File: src/rtl/arm_pkg.sv
// Shared ARM pipeline definitions: register index type, PC index,
// write-back FSM state encoding and datapath word width.
package arm_pkg;

    localparam int unsigned WORD_W    = 32;
    localparam int unsigned REG_IDX_W = 4;

    typedef logic [REG_IDX_W-1:0] reg_idx_t;

    // R15 lives in the fetch unit, not in the register file.
    localparam reg_idx_t REG_PC = 4'hF;

    typedef enum logic [0:0] {
        IDLE      = 1'b0,
        WAIT_DATA = 1'b1
    } wb_state_t;

endpackage : arm_pkg

File: src/rtl/wb_stage.sv
// wb_stage: write-back stage of the ARM pipeline.
//
// Accepts retiring instructions from the memory stage (valid/ready), waits
// for load data from the data-memory controller, drives the register-file
// write port and counts retired instructions.
//
// Ports:
//   clk, rst              clock, asynchronous active-low reset
//   in_valid / in_ready   upstream handshake; stall_out = ~in_ready
//   in_wb_en, in_mem_r_en instruction writes a register / is a load
//   in_dest, in_alu_result destination index and ALU result
//   mem_rdata(_valid)     load data return
//   Dest_wb, Result_WB, writeBackEn  register-file write port
//   retire_count          retired-instruction counter (wraps)
//   pc_wr_err             sticky: a write to R15 was suppressed
//
// Optional build macro WB_FWD_EN adds forwarding outputs for the hazard unit:
//   fwd_pend_valid, fwd_pend_dest, fwd_wb_valid, fwd_wb_dest, fwd_wb_value.
module wb_stage
    import arm_pkg::*;
#(
    parameter int unsigned CNT_W = 32
) (
    input  logic                 clk,
    input  logic                 rst,
    input  logic                 in_valid,
    output logic                 in_ready,
    input  logic                 in_wb_en,
    input  logic                 in_mem_r_en,
    input  logic [REG_IDX_W-1:0] in_dest,
    input  logic [WORD_W-1:0]    in_alu_result,
    input  logic [WORD_W-1:0]    mem_rdata,
    input  logic                 mem_rdata_valid,
    output logic [REG_IDX_W-1:0] Dest_wb,
    output logic [WORD_W-1:0]    Result_WB,
    output logic                 writeBackEn,
    output logic                 stall_out,
    output logic [CNT_W-1:0]     retire_count,
    output logic                 pc_wr_err
`ifdef WB_FWD_EN
    ,
    output logic                 fwd_pend_valid,
    output logic [REG_IDX_W-1:0] fwd_pend_dest,
    output logic                 fwd_wb_valid,
    output logic [REG_IDX_W-1:0] fwd_wb_dest,
    output logic [WORD_W-1:0]    fwd_wb_value
`endif
);

    wb_state_t      state_q,   state_d;
    reg_idx_t       pend_q,    pend_d;
    reg_idx_t       dest_q,    dest_d;
    logic [WORD_W-1:0] res_q,  res_d;
    logic           we_q,      we_d;
    logic [CNT_W-1:0] cnt_q,   cnt_d;
    logic           err_q,     err_d;

    // Write request raised by the FSM this cycle, resolved against R15 below.
    logic              wr_req_c;
    reg_idx_t          wr_dest_c;
    logic [WORD_W-1:0] wr_data_c;

    // State and output registers.
    always_ff @(posedge clk or negedge rst) begin
        if (!rst) begin
            state_q <= IDLE;
            pend_q  <= '0;
            dest_q  <= '0;
            res_q   <= '0;
            we_q    <= 1'b0;
            cnt_q   <= '0;
            err_q   <= 1'b0;
        end else begin
            state_q <= state_d;
            pend_q  <= pend_d;
            dest_q  <= dest_d;
            res_q   <= res_d;
            we_q    <= we_d;
            cnt_q   <= cnt_d;
            err_q   <= err_d;
        end
    end

    // Next-state, retire and write-port logic.
    always_comb begin
        state_d   = state_q;
        pend_d    = pend_q;
        dest_d    = dest_q;
        res_d     = res_q;
        we_d      = 1'b0;
        cnt_d     = cnt_q;
        err_d     = err_q;
        wr_req_c  = 1'b0;
        wr_dest_c = '0;
        wr_data_c = '0;

        case (state_q)
            IDLE: begin
                if (in_valid) begin
                    if (in_mem_r_en) begin
                        // Every load writes; in_wb_en is not consulted.
                        state_d = WAIT_DATA;
                        pend_d  = in_dest;
                    end else begin
                        // ALU ops retire at acceptance, writing or not.
                        cnt_d     = cnt_q + CNT_W'(1);
                        wr_req_c  = in_wb_en;
                        wr_dest_c = in_dest;
                        wr_data_c = in_alu_result;
                    end
                end
            end
            WAIT_DATA: begin
                if (mem_rdata_valid) begin
                    state_d   = IDLE;
                    pend_d    = '0;
                    cnt_d     = cnt_q + CNT_W'(1);
                    wr_req_c  = 1'b1;
                    wr_dest_c = pend_q;
                    wr_data_c = mem_rdata;
                end
            end
            default: begin
                state_d = IDLE;
                pend_d  = '0;
            end
        endcase

        // R15 is not in the register file: drop the write, flag it, keep the
        // previous write-port values.
        if (wr_req_c) begin
            if (wr_dest_c == REG_PC) begin
                err_d = 1'b1;
            end else begin
                we_d   = 1'b1;
                dest_d = wr_dest_c;
                res_d  = wr_data_c;
            end
        end
    end

    assign in_ready     = (state_q == IDLE);
    assign stall_out    = (state_q == WAIT_DATA);
    assign Dest_wb      = dest_q;
    assign Result_WB    = res_q;
    assign writeBackEn  = we_q;
    assign retire_count = cnt_q;
    assign pc_wr_err    = err_q;

`ifdef WB_FWD_EN
    // pend_q is cleared whenever no load is outstanding.
    assign fwd_pend_valid = (state_q == WAIT_DATA);
    assign fwd_pend_dest  = pend_q;
    assign fwd_wb_valid   = we_q;
    assign fwd_wb_dest    = dest_q;
    assign fwd_wb_value   = res_q;
`endif

endmodule : wb_stage
File: config.mk
export PLATFORM = sky130hd
export DESIGN_NAME = wb_stage
export DESIGN_NICKNAME = d
export VERILOG_FILES = /design/src/rtl/arm_pkg.sv /design/src/rtl/wb_stage.sv
export SDC_FILE = /design/constraint.sdc
export NUM_CORES = 1
export LEC_CHECK = 0
export CORE_AREA = 2 2 65 129
export DETAILED_ROUTE_END_ITERATION = 12
export DIE_AREA = 0 0 67 131
export PLACE_DENSITY = 0.89
export SYNTH_ARGS = -nofsm -noshare
export SYNTH_HDL_FRONTEND = slang
export SYNTH_SLANG_ARGS = --single-unit
export TNS_END_PERCENT = 30
File: constraint.sdc
create_clock -name clk -period 4 [get_ports clk]
set_input_delay 0.8 -clock clk [delete_from_list [all_inputs] [get_ports clk]]
set_output_delay 0.8 -clock clk [all_outputs]
set_load 0.005 [all_outputs]
After elaboration in Yosys (flattened, before gate mapping)
Index checks and enable logic that the tools add are counted.

operators by class
  muxes and demuxes = 26
  $lt $le $gt $ge = 0
  equal/unequal tests = 5
  add/sub/neg operators = 1
  bitwise logic cells = 2
  divide/modulo/power cells = 0
  multiply operators = 0
  shift operators = 0
  reductions and logical operators = 4

operators by type and width
  kind                                                   count
  two-way mux 32 bit                                     6
  case mux 32 bit (2 select lines)                       2
  adder 32 x 1 -> 32 bit, second input constant          1
  two-way mux 4 bit                                      6
  case mux 4 bit (2 select lines)                        2
  two-way mux 1 bit                                      8
  inequality test 2 bit, second input constant           3
  AND reduction 3 bit                                    2
  equality test 4 bit, second input constant             1
  case mux 1 bit (2 select lines)                        2
  AND reduction 2 bit                                    2
  inequality test 2 x 1 -> 1 bit, second input constant  1
  NOT 1 bit                                              2

storage, ports and cells
  bits in latches = 0
  memories kept = 0
  input bits = 74
  RAM bits = 0
  ROM bits = 0
  register bits after elaboration = 75
  logic and storage cells = 45

Longest topological paths before layout
Gate-level depths: netlist of the first run.

  depth after elaboration = 6
  depth in mapped cells = 7
  depth with buffers taken out = 5

Worst setup path after synthesis of the first run
Ideal clock, no wire load.

  path type = input-to-reg
  start = in mem_rdata_valid
  end = reg dest_q[3] (netlist: Dest_wb[3])
  cell stages on the path = 6
  slack = 1.658 ns
  buffers on the path = 2
  arrival time = 2.217 ns
  cells stage by stage = and2_1 -> buf_6 -> a32o_1 -> a41oi_4 -> buf_6 -> mux2_2

between the ends
  cells in the longest elaborated chain, start to end = 5
  elaborated cells between the ends (all ways) = 7

RTL lines
  item                             RTL line         source
  start: declaration               wb_stage.sv:33   input logic mem_rdata_valid,
  two-way mux 4 bit                wb_stage.sv:114  if (mem_rdata_valid) begin
  case mux 4 bit (2 select lines)  wb_stage.sv:97   case (state_q)
  equality test 4 bit              wb_stage.sv:132  if (wr_dest_c == REG_PC) begin
  NOT 1 bit (no line)              --
  AND reduction 2 bit (no line)    --
  end signal: assignment           wb_stage.sv:76   dest_q <= dest_d;
  end: declaration                 wb_stage.sv:52   reg_idx_t dest_q, dest_d;

Several ways; a longest one is shown, not always the timed one.
A chain may end at the register's enable or synchronous reset.

Worst setup path in the final report of the first run
  start = in mem_rdata_valid
  end = reg res_q[10] (netlist: Result_WB[10])

between the ends
  cells in the longest elaborated chain, start to end = 5
  elaborated cells between the ends (all ways) = 9

RTL lines
  item                             RTL line         source
  two-way mux 4 bit                wb_stage.sv:114
  case mux 4 bit (2 select lines)  wb_stage.sv:97
  equality test 4 bit              wb_stage.sv:132
  NOT 1 bit (no line)              --
  AND reduction 2 bit (no line)    --
  end signal: assignment           wb_stage.sv:77   res_q <= res_d;
  end: declaration                 wb_stage.sv:53   logic [WORD_W-1:0] res_q, res_d;

Several ways; a longest one is shown, not always the timed one.

==> key figures, run 1 <==
Worst setup path
  – Critical path class: input pin to flip-flop
  – Worst path required time: 4.21 ns
  – Worst path buffer plus inverter count: 3
  – FF-to-FF path depth: 6
  – Largest stage delay, worst path: 0.58 ns
  – Worst path depth: 7
  – Crit start category: input pin
  – Critical Path Sink Type: flip-flop
  – Crit Path Max Fanout: 24
  – CP delay by family, top: buffers and inverters
  – Critical path data arrival time: approximately 3.1 ns
  – CP max stage cell: a41oi_4
  – Cells along the critical path: clkdlybuf4s50_1 -> and2_1 -> buf_4 -> a32o_1 -> a41oi_4 -> buf_12 -> mux2_2
  – Slack of the worst reg-to-reg path: 1.47 ns

Synth
  – Synth cell types: 33
  – Prevailing post-synth register cell: dfrtp_1
  – Cell count after synthesis: 280
  – Seq/Total Area, Yosys: 0.535
  – Area of the mapped netlist: 3510 µm²
  – Syn_nets: 355
  – Syn Area/Cell: 12.5 µm²
  – Warnings from Yosys: 0
  – FFs w/ async S/R, synth: 1.00
  – EDFF count, synth: 0
  – Synth Register Bits: 75

Timing
  – Hold WS: 0.485 ns
  – Final setup viols: 0
  – Fmax: 341 MHz
  – Period utilization: 0.732
  – Final setup TNS: 0 ns
  – Final Hold Vio Count: 0
  – Final worst setup slack: around 1.1 ns
  – Slew HR: 0.197
  – Worst Tran Pin Value: about 1.2 ns
  – Slew Limit Fails: 0
  – Post-route minimum period: 2.93 ns
  – Clock skew: 0.00497 ns
  – RSZ-0062 raised after global routing: false

Global route
  – Antenna violations before repair: 0
  – GRT overflow: 0
  – Largest net degree at the start of global routing: 76
  – Grt met1 use: 0.271
  – Grt met2 use: 0.321
  – Met3 GRT Util: 0.0822
  – First-pass GRT wire length: 13900 µm
  – Busiest layer in global routing: met2
  – Overall routing resource usage: 0.210
  – Vias in the first global route: 2777

Min path
  – Hold Path Depth: 1
  – Hold Crit Class: flip-flop to flip-flop

Routing
  – Initial DRC Count: 171
  – DR DRC count: 0
  – Remaining antenna violation count after routing: 0
  – Vias after detailed routing: 2846
  – DRT Wirelength: 8680 µm
  – Avg WL per Cell: 16.4 µm
  – Vias per inst: around 5.4
  – DRT Pass-1 Iters: 4

Placed design
  – HPWL Detailed: 6310 µm
  – IO Port Bufs: ~150
  – Place WS: 0.740 ns
  – GP Congestion: roughly 0.87

Pwr
  – VDD IR max: 0.000294 V
  – Switching power share of the total: 0.245
  – Sw power: 0.572 mW
  – Post-route total power: 2.34 mW
  – Pint: roughly 1.8 mW
  – Leakage: 2.25 nW
  – Sequential share of power: 0.407
  – Combinational power share: 0.231
  – Pwr/cell area: about 440 nW/µm²
  – Clk pwr share: 0.362

CTS
  – Number of CTS-inserted buffers: 9
  – Number of gates resized after CTS: 0
  – Skew-Pair Late Insertion Delay: 0.33 ns
  – Clk pin slew, worst setup/hold paths: approximately 0.060 ns
  – Post-CTS Hold Buffers: 0
  – Root buf cell: clkbuf_16
  – # Post-CTS Setup Buffers: 0
  – CTS tree: done
  – Maximum root-to-sink buffer count: 2
  – CTS H-tree depth: 3
  – Clock sink total: 75

Layout
  – Most common cell after layout, fill and taps aside: clkdlybuf4s50_1
  – Commonest cells after routing, fill and taps aside: 144 x clkdlybuf4s50_1, 75 x dfrtp_1, 33 x mux2_2
  – Share of layout cells above drive strength 1: 0.141
  – Layout area overhead: 52.9%
  – Inserted Diodes: 0
  – Final #Nets: 502

Floorplanning
  – Die area: ~8800 µm²
  – I/O pin total: 146
  – Core footprint: 7830 µm²
  – Initial Util: 0.448
  – Die Ht: approximately 130 µm
  – Num rows: 46
  – Die Wd: 67 µm

Run status
  – Status: finished, final reports clean

Flow run
  – Total of max-cap violations: 0
registers in the layout, indices dropped and copies added, names as in the netlist:
signal        count
retire_count     32
pc_wr_err         1
Result_WB        32
Dest_wb           4
stall_out         1
writeBackEn       1
pend_q            4
layout make-up:
type / count / area (µm²)
clock buffers: 9 / 225
multi-input cells: 187 / 1540
well taps: 96 / 120
repair buffers: 150 / 1500
clock inverters: 7 / 91.3
flip-flops and latches: 75 / 1880
fillers: 607 / 2460
inverters: 4 / 15.0
power by group through the flow:
stage               combinational [mW]  sequential, mW  clock, mW
global placement                 0.529           0.960          0
finish                           0.539           0.951      0.845
floorplan                        0.205           0.957          0
global route                     0.583           0.966      0.900
CTS                              0.547           0.953      0.869
detailed placement               0.544           0.963          0
cells in the mapped netlist, types with 3 or more instances:
cell	count	area, µm²
a32o_1	4	40.0
o21ai_0	4	20.0
xnor2_1	28	245
inv_1	4	15.0
nand4_1	15	93.8
nor2_1	5	18.8
buf_6	5	56.3
nand3_1	15	75.1
nand2_1	18	67.6
nor4_1	3	18.8
dfrtp_1	75	1880
mux2_2	33	372
clkbuf_1	6	22.5
and2_1	3	18.8
buf_2	3	15.0
a22o_1	32	280
mux2i_1	4	40.0
xor2_1	3	26.3
kinds of logic (layout without fill, tap and decap cells):
| kind of cell | Yosys count | after routing | synth area share |
|---|---|---|---|
| compound gates | 49 | 49 | 0.127 |
| flops | 75 | 75 | 0.535 |
| xor+xnor | 31 | 31 | 0.0774 |
| fa+ha+maj | 1 | 1 | 0.00357 |
| simple gates | 67 | 67 | 0.102 |
| buf+inv | 18 | 170 | 0.0310 |
| mux | 39 | 39 | 0.124 |
path summary, 6_finish.rpt:
kind                                       start               end
worst max-delay path             mem_rdata_valid     Result_WB[10]
worst min-delay path            retire_count[31]  retire_count[31]
worst max register to register         stall_out     Result_WB[10]
worst min register to register  retire_count[31]  retire_count[31]
max in group asynchronous                    rst     Result_WB[14]
min in group asynchronous                    rst  retire_count[14]
per-stage QoR:
| step | instance area (µm²) | utilization | std cells |
|---|---|---|---|
| 2_1_floorplan | 3510 | - | 280 |
| 3_3_place_gp | 5050 | 0.645 | 512 |
| 3_5_place_dp | 5050 | 0.645 | 512 |
| 4_1_cts | 5360 | 0.685 | 528 |
| 5_1_grt | 5360 | 0.685 | 528 |
| 6_report | 5360 | 0.685 | 528 |
metal layers:
layer,routed length (µm),vias to the layer above
li1,-,1330
met1,3430,1335
met2,4140,167
met3,986,14
met4,129,0
met5,0,-
Power figures use the tool's default switching activity.
==> run 2, diff against run 1 <==
- CORE_AREA: 2 2 65 129 -> 2 2 71 140
- DIE_AREA: 0 0 67 131 -> 0 0 73 142
- PLACE_DENSITY: 0.89 -> 0.8
- clock period: 4 -> 2.65 ns (I/O delays scaled with it)
==> run 2 against run 1 <==
Routed wire length grew 5.4%; critical path type unchanged; cell area increased by 0.35%; critical path depth fell by 1; die area is 18% higher.
==> key figures, run 2 (same netlist as run 1, synthesis figures left out) <==
Run status
  – Status: finished, final reports clean

Layout
  – Finished Core Util: 0.577 (-0.108)
  – Commonest cells after routing, fill and taps aside: 144 x clkdlybuf4s50_1, 75 x dfrtp_1, 33 x mux2_2
  – Fill count: 779 (+28%)
  – Inserted Diodes: 0 (unchanged)
  – Most common cell after layout, fill and taps aside: clkdlybuf4s50_1
  – Final #Nets: 506 (+0.80%)
  – Layout area overhead: 53.4%
  – Share of layout cells above drive strength 1: 0.143 (+0.00133)

CTS
  – CTS H-tree depth: 3 (unchanged)
  – Skew-Pair Late Insertion Delay: 0.32 ns (about the same)
  – Maximum root-to-sink buffer count: 2 (unchanged)
  – Number of CTS-inserted buffers: 9 (unchanged)
  – Post-CTS Hold Buffers: 0 (unchanged)
  – Clock sink total: 75 (unchanged)
  – Number of gates resized after CTS: 0 (unchanged)
  – Clk pin slew, worst setup/hold paths: 0.05 ns (about the same)
  – # Post-CTS Setup Buffers: 0 (unchanged)
  – CTS tree: done
  – Root buf cell: clkbuf_16

Pwr
  – VDD IR max: 0.000372 V (+27%)
  – Pwr/cell area: 644 nW/µm² (+48%)
  – Post-route total power: 3.46 mW (+48%)
  – Leakage: 2.26 nW (+0.47%)

Routing
  – DR DRC count: 0 (unchanged)
  – Vias per inst: 5.25 (-2.6%)
  – DRT Wirelength: 9160 µm (+5.4%)
  – Avg WL per Cell: 17.0 µm (+3.3%)
  – Initial DRC Count: 94 (-45%)
  – Vias after detailed routing: 2831 (-0.53%)
  – Remaining antenna violation count after routing: 0 (unchanged)
  – DRT Pass-1 Iters: 4 (unchanged)

Worst setup path
  – Worst path required time: 2.86 ns (-1.35 ns)
  – Crit Path Max Fanout: 37 (+54%)
  – CP delay by family, top: buffers and inverters
  – Critical path data arrival time: 2.43 ns (-0.71 ns)
  – Crit start category: input pin
  – End of the critical path: Result_WB[22]
  – FF-to-FF path depth: 5 (-1)
  – Slack of the worst reg-to-reg path: 0.57 ns (-0.90 ns)
  – Largest stage delay, worst path: 0.55 ns (-0.03 ns)
  – CP max stage cell: clkdlybuf4s50_1
  – Worst path buffer plus inverter count: 2 (-1)
  – Worst path depth: 6 (-1)
  – Critical Path Sink Type: flip-flop
  – Worst reg2reg path endpoint: Result_WB[22]
  – Reg2reg start: stall_out
  – Critical path class: input pin to flip-flop
  – Cells along the critical path: clkdlybuf4s50_1 -> nor2b_1 -> a32o_1 -> a41oi_4 -> buf_12 -> mux2_2
  – Crit. Startpoint: in_mem_r_en

Floorplanning
  – Die Wd: 73 µm (+9.0%)
  – Initial Util: 0.376 (-0.0718)
  – Die Ht: 142 µm (+8.4%)
  – Num rows: 50 (+8.7%)
  – Core footprint: 9320 µm² (+19%)
  – Die area: 10400 µm² (+18%)
  – I/O pin total: 146 (unchanged)

Placed design
  – GP Congestion: 0.792 (-9.2%)
  – HPWL Detailed: 6980 µm (+11%)
  – IO Port Bufs: 145 (unchanged)
  – Place WS: 0.0758 ns (-0.664 ns)

Global route
  – Overall routing resource usage: 0.182 (-0.0273)
  – GRT overflow: 0 (unchanged)
  – Vias in the first global route: 3066 (+10%)
  – Antenna violations before repair: 0 (unchanged)
  – Largest net degree at the start of global routing: 45 (-41%)
  – First-pass GRT wire length: 14700 µm (+5.3%)

Timing
  – RSZ-0062 raised after global routing: false
  – Worst Tran Pin Value: 0.576 ns (-0.618 ns)
  – Final worst setup slack: 0.428 ns (-0.642 ns)
  – Post-route minimum period: 2.22 ns
  – Final Hold Vio Count: 0 (unchanged)
  – Hold WS: 0.191 ns (-0.293 ns)
  – Fmax: around 450 MHz
  – Slew Limit Fails: 0 (unchanged)
  – Final setup viols: 0 (unchanged)
  – Clock skew: 0.00444 ns (-0.000529 ns)
  – Slew HR: 0.616 (+0.419)
  – Period utilization: 0.838
  – Final setup TNS: 0 ns (unchanged)

Flow run
  – Total of max-cap violations: 0 (unchanged)

Min path
  – Hold Crit Class: input pin to async pin
run 2: worst register-to-register path, cell delays in order (launching register included):
cell and delay [ns]:
dfrtp_1 0.49, and2_1 0.29, a32o_1 0.29, a41oi_4 0.26
buf_12 0.25, mux2_2 0.39
run 2: worst min-delay path by stage:
stage                    from               end  slack [ns]  depth (start not counted)
floorplan                 rst        Dest_wb[0]        0.23                          0
global placement    pc_wr_err         pc_wr_err        0.47                          1
detailed placement  pc_wr_err         pc_wr_err        0.47                          1
CTS                       rst  retire_count[27]        0.21                          1
global route              rst  retire_count[28]        0.24                          1
finish                    rst  retire_count[27]        0.19                          1
run 2: per-layer routing:
metal | share of wire | vias up | track usage
met4 | 0.021 | 0 | 0.0789
li1 | - | 1330 | -
met2 | 0.55 | 99 | 0.324
met1 | 0.37 | 1389 | 0.197
met5 | 0 | - | 0
met3 | 0.063 | 13 | 0.0482
run 2: layout make-up:
type	count	area, µm²	share of cell area
clock inverter	2	35.0	0.00651
inverter	4	15.0	0.00279
multi-input combinational	187	1540	0.285
tap	104	130	0.0242
clock buffer	13	260	0.0484
timing repair buffer	154	1530	0.284
sequential	75	1880	0.349
run 2: through the flow:
| step | cell area, µm² | std cells |
|---|---|---|
| final | 5380 | 539 |
| after detailed placement | 5090 | 524 |
| after global placement | 5090 | 524 |
| after global routing | 5380 | 539 |
| after floorplan | 3510 | 280 |
| after CTS | 5380 | 539 |
run 2: power by group:
part           leakage [nW]  switching (mW)  internal, mW
logic                  1.11           0.288         0.538
clock network         0.146           0.430         0.774
registers              1.00           0.126          1.31
total                  2.26           0.843          2.62
